## src/rtl/result_uart_tx.sv

```systemverilog
// result_uart_tx: buffers 5-bit classification results in a small FIFO and
// sends each one as an 8N1 UART frame. A baud counter acts as the bit-timing
// clock enable, so the whole block runs on the system clock.
module result_uart_tx #(
  parameter int CLKS_PER_BIT = 434,
  parameter int FIFO_DEPTH   = 4
) (
  input  logic       clk_50M,
  input  logic       i_rst_n,
  input  logic [4:0] i_result_data,
  input  logic       i_result_valid,
  output logic       o_tx,
  output logic       o_busy,
  output logic       o_fifo_full,
  output logic       o_overflow
);

  localparam int CW = (CLKS_PER_BIT > 1) ? $clog2(CLKS_PER_BIT) : 1;
  localparam int AW = $clog2(FIFO_DEPTH);
  localparam int BAUD_LAST_INT = CLKS_PER_BIT - 1;
  localparam logic [CW-1:0] BAUD_LAST = BAUD_LAST_INT[CW-1:0];
  localparam logic [AW:0]   DEPTH     = FIFO_DEPTH[AW:0];

  typedef enum logic [1:0] {IDLE, START, DATA, STOP} state_t;

  // FIFO storage and bookkeeping
  logic [7:0]    fifo_mem [FIFO_DEPTH];
  logic [AW-1:0] wr_ptr_reg;
  logic [AW-1:0] rd_ptr_reg;
  logic [AW:0]   count_reg;
  logic [AW:0]   count_next;
  logic          full_reg;
  logic          overflow_reg;

  // Transmitter state
  state_t        state_reg;
  logic [CW-1:0] baud_cnt_reg;
  logic [2:0]    bit_idx_reg;
  logic [7:0]    shift_reg;
  logic          tx_reg;
  logic          busy_reg;

  logic pop;
  logic push;
  logic baud_wrap;

  // A pop frees a slot in the same cycle, so a write to a full FIFO is still
  // accepted when the transmitter is taking the head at that moment.
  always_comb begin
    pop        = (state_reg == IDLE) && (count_reg != '0);
    push       = i_result_valid && ((count_reg != DEPTH) || pop);
    baud_wrap  = (baud_cnt_reg == BAUD_LAST);
    count_next = count_reg;
    if (push && !pop) begin
      count_next = count_reg + 1'b1;
    end else if (pop && !push) begin
      count_next = count_reg - 1'b1;
    end
  end

  // Result storage; no reset so it maps onto plain memory
  always_ff @(posedge clk_50M) begin
    if (push) begin
      fifo_mem[wr_ptr_reg] <= {3'b000, i_result_data};
    end
  end

  // FIFO pointers, occupancy, full flag and sticky overflow flag
  always_ff @(posedge clk_50M or negedge i_rst_n) begin
    if (!i_rst_n) begin
      wr_ptr_reg   <= '0;
      rd_ptr_reg   <= '0;
      count_reg    <= '0;
      full_reg     <= 1'b0;
      overflow_reg <= 1'b0;
    end else begin
      if (push) begin
        wr_ptr_reg <= wr_ptr_reg + 1'b1;
      end
      if (pop) begin
        rd_ptr_reg <= rd_ptr_reg + 1'b1;
      end
      if (i_result_valid && !push) begin
        overflow_reg <= 1'b1;
      end
      count_reg <= count_next;
      full_reg  <= (count_next == DEPTH);
    end
  end

  // Frame sequencer with registered line and busy outputs
  always_ff @(posedge clk_50M or negedge i_rst_n) begin
    if (!i_rst_n) begin
      state_reg    <= IDLE;
      baud_cnt_reg <= '0;
      bit_idx_reg  <= '0;
      shift_reg    <= '0;
      tx_reg       <= 1'b1;
      busy_reg     <= 1'b0;
    end else begin
      busy_reg <= (state_reg != IDLE) || (count_reg != '0);

      case (state_reg)
        START:   tx_reg <= 1'b0;
        DATA:    tx_reg <= shift_reg[0];
        default: tx_reg <= 1'b1;
      endcase

      case (state_reg)
        IDLE: begin
          if (pop) begin
            shift_reg    <= fifo_mem[rd_ptr_reg];
            baud_cnt_reg <= '0;
            bit_idx_reg  <= '0;
            state_reg    <= START;
          end
        end
        START: begin
          if (baud_wrap) begin
            baud_cnt_reg <= '0;
            state_reg    <= DATA;
          end else begin
            baud_cnt_reg <= baud_cnt_reg + 1'b1;
          end
        end
        DATA: begin
          if (baud_wrap) begin
            baud_cnt_reg <= '0;
            shift_reg    <= shift_reg >> 1;
            bit_idx_reg  <= bit_idx_reg + 1'b1;
            if (bit_idx_reg == 3'd7) begin
              state_reg <= STOP;
            end
          end else begin
            baud_cnt_reg <= baud_cnt_reg + 1'b1;
          end
        end
        default: begin
          if (baud_wrap) begin
            baud_cnt_reg <= '0;
            state_reg    <= IDLE;
          end else begin
            baud_cnt_reg <= baud_cnt_reg + 1'b1;
          end
        end
      endcase
    end
  end

  assign o_tx        = tx_reg;
  assign o_busy      = busy_reg;
  assign o_fifo_full = full_reg;
  assign o_overflow  = overflow_reg;

endmodule

```

## config.mk

```make
export PLATFORM = sky130hd
export DESIGN_NAME = result_uart_tx
export DESIGN_NICKNAME = d
export VERILOG_FILES = /design/src/rtl/result_uart_tx.sv
export SDC_FILE = /design/constraint.sdc
export NUM_CORES = 1
export LEC_CHECK = 0
export CAP_MARGIN = 10
export CORE_ASPECT_RATIO = 0.9
export CORE_UTILIZATION = 59
export CTS_CLUSTER_SIZE = 10
export DETAILED_ROUTE_END_ITERATION = 6
export PLACE_DENSITY = 0.88
export SYNTH_ARGS = -nofsm -noshare
export SYNTH_HDL_FRONTEND = slang
export SYNTH_SLANG_ARGS = --single-unit
```

## constraint.sdc

```tcl
create_clock -name clk_50M -period 2.3 [get_ports clk_50M]
set_clock_uncertainty 0.15 [all_clocks]
set_input_delay 0.23 -clock clk_50M [delete_from_list [all_inputs] [get_ports clk_50M]]
set_output_delay 0.23 -clock clk_50M [all_outputs]
set_load 0.01 [all_outputs]
```

# ---- Yosys cells after proc, flatten, opt, wreduce, memory -nomap -nowiden
# Memories as Yosys holds them, arrays and structs flattened.
# Cells that the tools add are included.
dict set report totals {
  output_inout_bits 4
  input_bits 8
  word_cells 64
  ff_bits 33
  ramBits 20
  memories 1
}
# memory words word_bits rd rd_ports_with_merged_regs write_ports line
set memory_table {}
lappend memory_table {fifo_mem 4 5 1 0 1 27} ;# logic [7:0] fifo_mem [FIFO_DEPTH];
dict set report classes {
  eq_ne 10
  n_reduce_logical 16
  muxes 20
  addsub 6
}
# operator count
set ops {}
lappend ops {{2-to-1 mux 9 bit} 3}
lappend ops {{2-to-1 mux 8 bit} 2}
lappend ops {{case mux 8 bit (2 select lines)} 1}
lappend ops {{2-to-1 mux 3 bit} 4}
lappend ops {{2-to-1 mux 2 bit} 5}
lappend ops {{adder 9 x 1 -> 9 bit, second input constant} 1}
lappend ops {{== test 9 bit, second input constant} 1}
lappend ops {{inequality test 2 bit, second input constant} 4}
lappend ops {{adder 3 x 1 -> 3 bit, second input constant} 2}
lappend ops {{== test 3 bit, second input constant} 2}
lappend ops {{case mux 2 bit (3 select lines)} 1}
lappend ops {{case mux 3 bit (2 select lines)} 1}
lappend ops {{nonzero test 2 bit} 3}
lappend ops {{logical AND 1 bit} 5}
lappend ops {{AND reduction 5 bit} 1}
lappend ops {{adder 2 x 1 -> 2 bit, second input constant} 2}
lappend ops {{inequality test 3 bit, second input constant} 1}
lappend ops {{AND reduction 3 bit} 1}
lappend ops {{nonzero test 3 bit} 1}
lappend ops {{subtractor 3 x 1 -> 3 bit, second input constant} 1}
lappend ops {{== test 2 x 1 -> 1 bit, second input constant} 1}
lappend ops {{== test 2 bit, second input constant} 1}
lappend ops {{zero test 1 bit} 2}
lappend ops {{zero test 2 bit} 1}
lappend ops {{other kinds (3)} 5}

# ---- Logic depth before layout (Yosys ltp)
# Gate-level depths: netlist (run 1).
dict set report logic_depth {
  ltp_word 9
  depth_mapped 9
  depth_no_buf 8
}

# ---- Worst setup path before layout (run 1)
# Ideal clock, no wire load.
dict set report synth_path {
  path_type {reg2reg}
  startpoint {register count_reg[0]}
  endpoint {register bit_idx_reg[0]}
  setup_slack_ps 270
  arrival_ps 1755
  path_stages_with_launch 10
  n_path_buf 1
  setup_ps 125
  synth_period_minus_slack_ps 2030
  t_required_ps 2025
  cell_sequence {dfrtp_1 inv_1 ha_1 clkbuf_2 nand2b_2 nor2_2 inv_2 o21ai_1 a21oi_4 mux2_2}
}
dict set report synth_via {
  elab_chain_len 4
}
# item line
set synth_rtl {}
lappend synth_rtl {{from (decl)} 30} ;# logic [AW:0] count_reg;
lappend synth_rtl {{from (signal assigned)} 86} ;# count_reg <= count_next;
lappend synth_rtl {{nonzero test 3 bit} 50} ;# pop = (state_reg == IDLE) && (count_reg != '0);
lappend synth_rtl {{logical AND 1 bit} 50}
lappend synth_rtl {{inequality test 2 bit (no line)} -}
lappend synth_rtl {{AND reduction 3 bit (no line)} -}
lappend synth_rtl {{to (signal assigned)} 130} ;# bit_idx_reg <= bit_idx_reg + 1'b1;
lappend synth_rtl {{to (decl)} 38} ;# logic [2:0] bit_idx_reg;
# No other way between the ends.
# A chain may end at the register's enable or synchronous reset.

# ---- Worst setup path after layout (run 1)
dict set report layout_path {
  startpoint {register count_reg[0]}
  endpoint {register shift_reg[1]}
}
dict set report layout_via {
  elab_chain_len 4
}
# item line
set layout_rtl {}
lappend layout_rtl {{nonzero test 3 bit} 50}
lappend layout_rtl {{logical AND 1 bit} 50}
lappend layout_rtl {{inequality test 2 bit (no line)} -}
lappend layout_rtl {{AND reduction 3 bit (no line)} -}
lappend layout_rtl {{to (signal assigned)} 112} ;# shift_reg <= fifo_mem[rd_ptr_reg];
lappend layout_rtl {{to (signal assigned)} 129} ;# shift_reg <= shift_reg >> 1;
lappend layout_rtl {{to (decl)} 39} ;# logic [7:0] shift_reg;
# No other way between the ends.

==> reports/results.tsv, run 1 <==
stage	metric	value	unit
setup_path	reg2reg_from	count_reg[0]	
sta	fin_crit	2.12	ns
outcome	violations	design-rule violations	
logic_synthesis	ys_seq_area_share	54.3	%
route	viasPerCell	5.80	
logic_synthesis	synth_area_per_cell	12.4	um2
clock_network	clock-sinks	50	
floorplanning	rows	22	
logic_synthesis	synthMuxAreaShare	9.10	%
min_path	min_path_type	input port to asynchronous set/reset pin	
clock_network	htreeDepth	2	
logic_synthesis	syn_area	2490	um2
floorplanning	dieArea	4480	um2
sta	drv_slew	0	
logic_synthesis	synthArstFlopShare	60.0	%
pwr	p_sw	1.11	mW
sta	worstMarginPinSlew	0.561	ns
sta	hold_viol	0	
route	firstDrtPassIters	6	
route	vias	1565	
logic_synthesis	synth_compound_area_share	12.5	%
pwr	total_power	3.15	mW
run	timing.max_cap.violations	0	
layout	utilization	68.4	%
global_route	grt_usage	21.2	%
pwr	p_int	2.05	mW
setup_path	critical_path_buf_inv_count	2	
setup_path	arrival	2.17	ns
logic_synthesis	synth_xor_area_share	1.41	%
layout	layout.nets	243	
clock_network	cts_tree	yes	
clock_network	cts_setup_buffers	0	
sta	finalSetupViolCount	0	
pwr	pwr-share-seq	46.0	%
setup_path	critPathMaxStageDelay	0.40	ns
setup_path	crit_path_end_kind	register	
floorplanning	core	4070	um2
sta	finalSetupTns	0	ns
setup_path	critPathMaxFanout	10	
sta	fmax	471	MHz
route	top_layer_used	met4	
logic_synthesis	syn_nets	223	
global_route	grt_first_pass_wirelength	7080	um
global_route	grt_antenna_before_repair	0	
layout	drive_above_1_share	19.4	%
logic_synthesis	yosys_most_used_dff	dfrtp_1	
logic_synthesis	yosysMostFrequentCell	dfrtp_1	
place	place.gp.congestion	0.777	
pwr	leakagePower	1.15	nW
clock_network	clkLatencyLatePin	0.31	ns
setup_path	crit_chain	inv_1 > ha_1 > nand2b_2 > nor2_2 > inv_2 > o21ai_1 > a21oi_4 > mux2_2	
sta	slew-limit-headroom	62.6	%
setup_path	cp_top_family	compound AO/OA/AOI/OAI gates	
pwr	swShare	35.1	%
layout	largest_register_ffs	20	
logic_synthesis	synthAdderAreaFrac	7.04	%
pwr	ir_drop	0.760	mV
clock_network	max-clock-path-buffers	2	
logic_synthesis	postSynthCellCount	201	
pwr	p_comb_share	37.0	%
global_route	grt_pass1_vias	1590	
floorplanning	initial_core_util	61.1	%
setup_path	crit_start	count_reg[0]	
logic_synthesis	synth_top_area_share	29.1	%
clock_network	cts_buffers	5	
route	routed-wl-met2	2070	um
logic_synthesis	ys_ff_latch	50	
logic_synthesis	synth_edf_count	20	
place	dpl.hpwl	3010	um
floorplanning	die_h	63.6	um
floorplanning	die_w	70.5	um
outcome	status	complete, but fails checks	
layout	syn_to_final_growth	11.9	%
route	wl_met3	111	um
sta	rsz0062_at_grt	false	
logic_synthesis	synth.distinct_cells	53	
global_route	grt_max_degree	31	
clock_network	holdBufCountCts	0	
setup_path	worst_ep_required_time	2.35	ns
route	m1WireLength	1950	um
logic_synthesis	ys_top_cells_by_area	dfrtp_1 29%, edfxtp_1 24%, ha_1 7.0%	
setup_path	critPathSlowestCell	dfrtp_1	
logic_synthesis	synth_simple_gate_area_share	12.5	%
logic_synthesis	synth_top_area_cell	dfrtp_1	
logic_synthesis	synthTopCellsByCount	29 x dfrtp_1, 20 x edfxtp_1, 15 x nand2_1	
logic_synthesis	synth_top_family_by_area	compound AO/OA/AOI/OAI gates	
clock_network	clk_pin_slew	0.10	ns
pwr	clkPwrFrac	17.0	%
route	wire_per_inst	15.6	um
place	port_buffers	11	
clock_network	ctsResizeCount	0	
route	routed_wl	4220	um
floorplanning	ioPinCount	12	
logic_synthesis	yosysWarnings	0	
global_route	grt-ovfl-total	0	
route	drtIter0Drc	120	
route	postRouteAntennaNets	0	
layout	antennaDiodeCount	0	
pwr	p_per_area	1130	nW/um2
setup_path	path_class	register to register	
route	drcViolationCount	2	
clock_network	cts.root.buffer_cell	clkbuf_8	
sta	timing.final.crit_share	92.2	%
setup_path	setup.worst_path.start_class	register	
[metrics by stage]
stage | instance area [um2] | worst slack [ns] | hold WS [ns] | instances
6_report | 2790 | 0.178 | 0.152 | 270
5_1_grt | 2790 | 0.0444 | 0.192 | 270
4_1_cts | 2790 | 0.182 | 0.162 | 270
2_1_floorplan | 2490 | 0.270 | -0.216 | 201
3_5_place_dp | 2690 | 0.201 | 0.321 | 262
3_3_place_gp | 2690 | 0.269 | 0.323 | 262
[worst register-to-register path, cell delays in order, from the launching register on]
cell      delay, ns
dfrtp_1        0.40
inv_1          0.10
ha_1           0.23
nand2b_2       0.14
nor2_2         0.07
inv_2          0.14
o21ai_1        0.13
a21oi_4        0.28
mux2_2         0.38
[power groups by stage]
stage          logic (mW)  clock network, mW  registers (mW)
2_1_floorplan       0.912                  0            1.39
6_report             1.17              0.537            1.45
3_5_place_dp         1.17                  0            1.46
5_1_grt              1.29              0.587            1.49
3_3_place_gp         1.12                  0            1.45
4_1_cts              1.18              0.547            1.45
[layer usage]
layer | vias to the layer above | track usage, %
met3 | 9 | 4.64
met5 | - | 0
li1 | 778 | -
met2 | 20 | 35.7
met4 | 0 | 9.95
met1 | 758 | 26.1
[area by class of cell]
cell class / count / area, um2
Sequential cell: 50 / 1350
Fill cell: 289 / 1290
Multi-Input combinational cell: 132 / 1060
Timing Repair Buffer: 19 / 170
Clock buffer: 5 / 68.8
Tap cell: 48 / 60.1
Inverter: 13 / 48.8
Clock inverter: 3 / 26.3
[cell usage in the layout, fill, tap and decap left out, drive strengths merged, types with 4 or more instances in the layout]
master,count
a21oi,4
and2,4
and3,5
buf,8
clkbuf,5
clkdlybuf4s50,11
dfrtp,29
edfxtp,20
ha,14
inv,15
mux2,11
mux2i,8
nand2,15
nand3,8
nor2,5
o21ai,10
[final timing paths]
path | endpoint | slack (ns) | cells past startpoint
worst min register to register | o_overflow | 0.34 | 1
worst max-delay path | shift_reg[1] | 0.18 | 8
max in group asynchronous | o_tx | 1.53 | 2
worst min-delay path | o_busy | 0.15 | 2
worst max register to register | shift_reg[1] | 0.18 | 8
min in group clk_50M | o_overflow | 0.34 | 1
[kinds of logic (layout without fill, tap and decap cells)]
| family | count (synthesis) | in the layout |
|---|---|---|
| buffers and inverters | 19 | 40 |
| XOR/XNOR | 4 | 4 |
| flip-flops | 50 | 50 |
| adder cells (fa/ha/maj) | 14 | 14 |
| multiplexers | 20 | 20 |
| AO/OA/AOI/OAI | 42 | 42 |
| AND/OR/NAND/NOR | 52 | 52 |
(Power assumes the default switching activity.)
==> run 2: changes to the inputs <==
--- a/config.mk
+++ b/config.mk
@@ -6,10 +6,13 @@
 export NUM_CORES = 1
 export LEC_CHECK = 0
 export CAP_MARGIN = 10
+export CELL_PAD_IN_SITES_DETAIL_PLACEMENT = 1
+export CELL_PAD_IN_SITES_GLOBAL_PLACEMENT = 2
 export CORE_ASPECT_RATIO = 0.9
-export CORE_UTILIZATION = 59
+export CORE_UTILIZATION = 41
 export CTS_CLUSTER_SIZE = 10
 export DETAILED_ROUTE_END_ITERATION = 6
+export GPL_TIMING_DRIVEN = 0
 export PLACE_DENSITY = 0.88
 export SYNTH_ARGS = -nofsm -noshare
 export SYNTH_HDL_FRONTEND = slang
==> reports/results.tsv, run 2 (synthesis results as in run 1) <==
stage	metric	value	unit	change
clock_network	clock-sinks	50		unchanged
floorplanning	core	5760	um2	+41%
layout	layout.nets	243		unchanged
floorplanning	dieArea	6390	um2	+42%
layout	utilization	48.9	%	-20 points
sta	timing.final.crit_share	93.2	%	+0.97 points
setup_path	worst_ep_required_time	2.35	ns	about the same
route	vias	1579		+0.89%
clock_network	cts_buffers	5		unchanged
setup_path	reg2reg_depth	9		+1
layout	nFillCells	594		+110%
sta	hold_viol	0		unchanged
floorplanning	rows	26		+18%
setup_path	r2r_end	bit_idx_reg[0]		
place	dpl.hpwl	3220	um	+7.1%
pwr	pwr-share-seq	44.3	%	-1.7 points
sta	rsz0062_at_grt	false		
route	firstDrtPassIters	4		-2
global_route	grt_usage	16.2	%	-5.0 points
clock_network	clkLatencyLatePin	0.31	ns	about the same
clock_network	cts.root.buffer_cell	clkbuf_8		
setup_path	path_class	register to register		
place	post_dp_cell_area	2680	um2	-0.33%
setup_path	critPathMaxFanout	10		unchanged
sta	fmax	466	MHz	-1.0%
global_route	grt_pass1_vias	1658		+4.3%
min_path	min_path_type	input port to asynchronous set/reset pin		
layout	drive_above_1_share	20.3	%	+0.90 points
pwr	swShare	35.9	%	+0.77 points
global_route	grt_first_pass_wirelength	8020	um	+13%
setup_path	endpoint	bit_idx_reg[0]		
layout	stdcell_area	2820	um2	+1.0%
setup_path	crit_path_end_kind	register		
pwr	clkPwrFrac	17.3	%	+0.3 points
place	place.gp.congestion	0.732		-5.9%
pwr	leakagePower	1.16	nW	+0.14%
place	dpl.cell_count	282		+7.6%
route	drcViolationCount	0		-2
layout	final-instance-count-excl-fill	292		+8.1%
clock_network	htreeDepth	2		unchanged
setup_path	setup.worst_path.start_class	register		
route	viasPerCell	5.41		-6.7%
pwr	p_sw	1.15	mW	+4.1%
global_route	grt-ovfl-total	0		unchanged
sta	slew-limit-headroom	54.3	%	-8.3 points
clock_network	cts_tree	yes		
layout	syn_to_final_growth	13.1	%	
run	timing.max_cap.violations	0		unchanged
setup_path	r2r_setup_slack	0.16	ns	-0.02 ns
outcome	status	finished clean		
global_route	grt_antenna_before_repair	0		unchanged
pwr	p_per_area	1140	nW/um2	+0.84%
layout	antennaDiodeCount	0		unchanged
floorplanning	initial_core_util	43.2	%	-18 points
sta	drv_slew	0		unchanged
layout	multi_input_area	1070	um2	+1.1%
sta	fin_crit	2.14	ns	+0.0222 ns
setup_path	arrival	2.19	ns	+0.02 ns
setup_path	crit_start	state_reg[0]		
global_route	grt_max_degree	31		unchanged
layout	layout_commonest_cell	dfrtp_1		
clock_network	clk_pin_slew	0.11	ns	about the same
floorplanning	die_w	84.1	um	+19%
sta	hold_ws	0.338	ns	+0.186 ns
floorplanning	die_h	75.9	um	+19%
pwr	p_comb_share	38.4	%	+1.4 points
layout	mostFrequentLayoutCells	28 x dfrtp_1, 20 x edfxtp_1, 15 x nand2_1		
sta	worstMarginPinSlew	0.685	ns	+0.124 ns
layout	largest_register_ffs	20		unchanged
layout	seq_area	1350	um2	about the same
pwr	ir_drop	0.499	mV	-34%
route	wire_per_inst	15.9	um	+1.8%
route	routed_wl	4640	um	+10%
sta	finalSetupViolCount	0		unchanged
route	postRouteAntennaNets	0		unchanged
place	port_buffers	11		unchanged
route	drtIter0Drc	65		-46%
setup_path	reg2reg_from	state_reg[0]		
clock_network	max-clock-path-buffers	2		unchanged
pwr	p_int	2.06	mW	+0.68%
floorplanning	ioPinCount	12		unchanged
[run 2: cell types whose count changed in the layout (fill, tap and decap cells not counted), sizes merged]
cell / change
clkdlybuf4s50: -1
clkbuf: +1
dlygate4sd3: +1
buf: -1
[run 2: layout make-up]
class                           instances  share of cell area, %
Buffer                                  5                  0.844
Clock buffer                            5                   2.44
Clock inverter                          3                   1.02
Inverter                               13                   1.82
Multi-Input combinational cell        132                   38.0
Sequential cell                        50                   48.1
Tap cell                               70                   3.11
Timing Repair Buffer                   14                   4.62
[run 2: stage by stage]
stage / worst slack (ns) / TNS, ns / power (mW)
finish: 0.156 / 0 / 3.21
global route: 0.00132 / 0 / 3.46
CTS: 0.00911 / 0 / 3.20
detailed placement: -0.211 / -4.11 / 2.63
global placement: -0.199 / -3.91 / 2.59
floorplan: 0.270 / 0 / 2.30
[run 2: worst max-delay path, cell delays in order (launching register included)]
cell and delay, ns:
dfrtp_1 0.41, inv_1 0.08, ha_1 0.19, buf_2 0.17, inv_1 0.14, nor2_2 0.09
inv_4 0.11, o21ai_1 0.11, a21oi_4 0.23, mux2_2 0.36
[run 2: worst min path at each step]
stage	cells past startpoint	endpoint	slack, ns	from
global placement	1	o_overflow	0.31	o_overflow
floorplan	0	baud_cnt_reg[0]	-0.22	i_rst_n
CTS	1	o_overflow	0.35	o_overflow
global route	1	o_overflow	0.37	o_overflow
finish	2	baud_cnt_reg[2]	0.34	i_rst_n
detailed placement	1	bit_idx_reg[0]	0.18	i_rst_n
[run 2: per-layer routing]
layer	up-vias	track usage, %	wire [um]
li1	777	-	-
met1	781	21.7	2360
met4	0	6.21	64
met3	7	3.70	107
met2	14	25.7	2100
met5	-	0	0
[run 2: power groups by stage]
stage | Sequential [mW] | Clock, mW | Combinational, mW
2_1_floorplan | 1.39 | 0 | 0.912
3_3_place_gp | 1.43 | 0 | 1.16
3_5_place_dp | 1.44 | 0 | 1.20
4_1_cts | 1.42 | 0.572 | 1.21
5_1_grt | 1.46 | 0.607 | 1.39
6_report | 1.42 | 0.556 | 1.23
[run 2: timing repair]
item,in CTS,in global routing
hold buffers,1,0
setup buffers,1,1
pin swaps,0,0
endpoints found under the setup margin,5,29
gates resized for setup,0,6
endpoints found under the hold margin,29,0
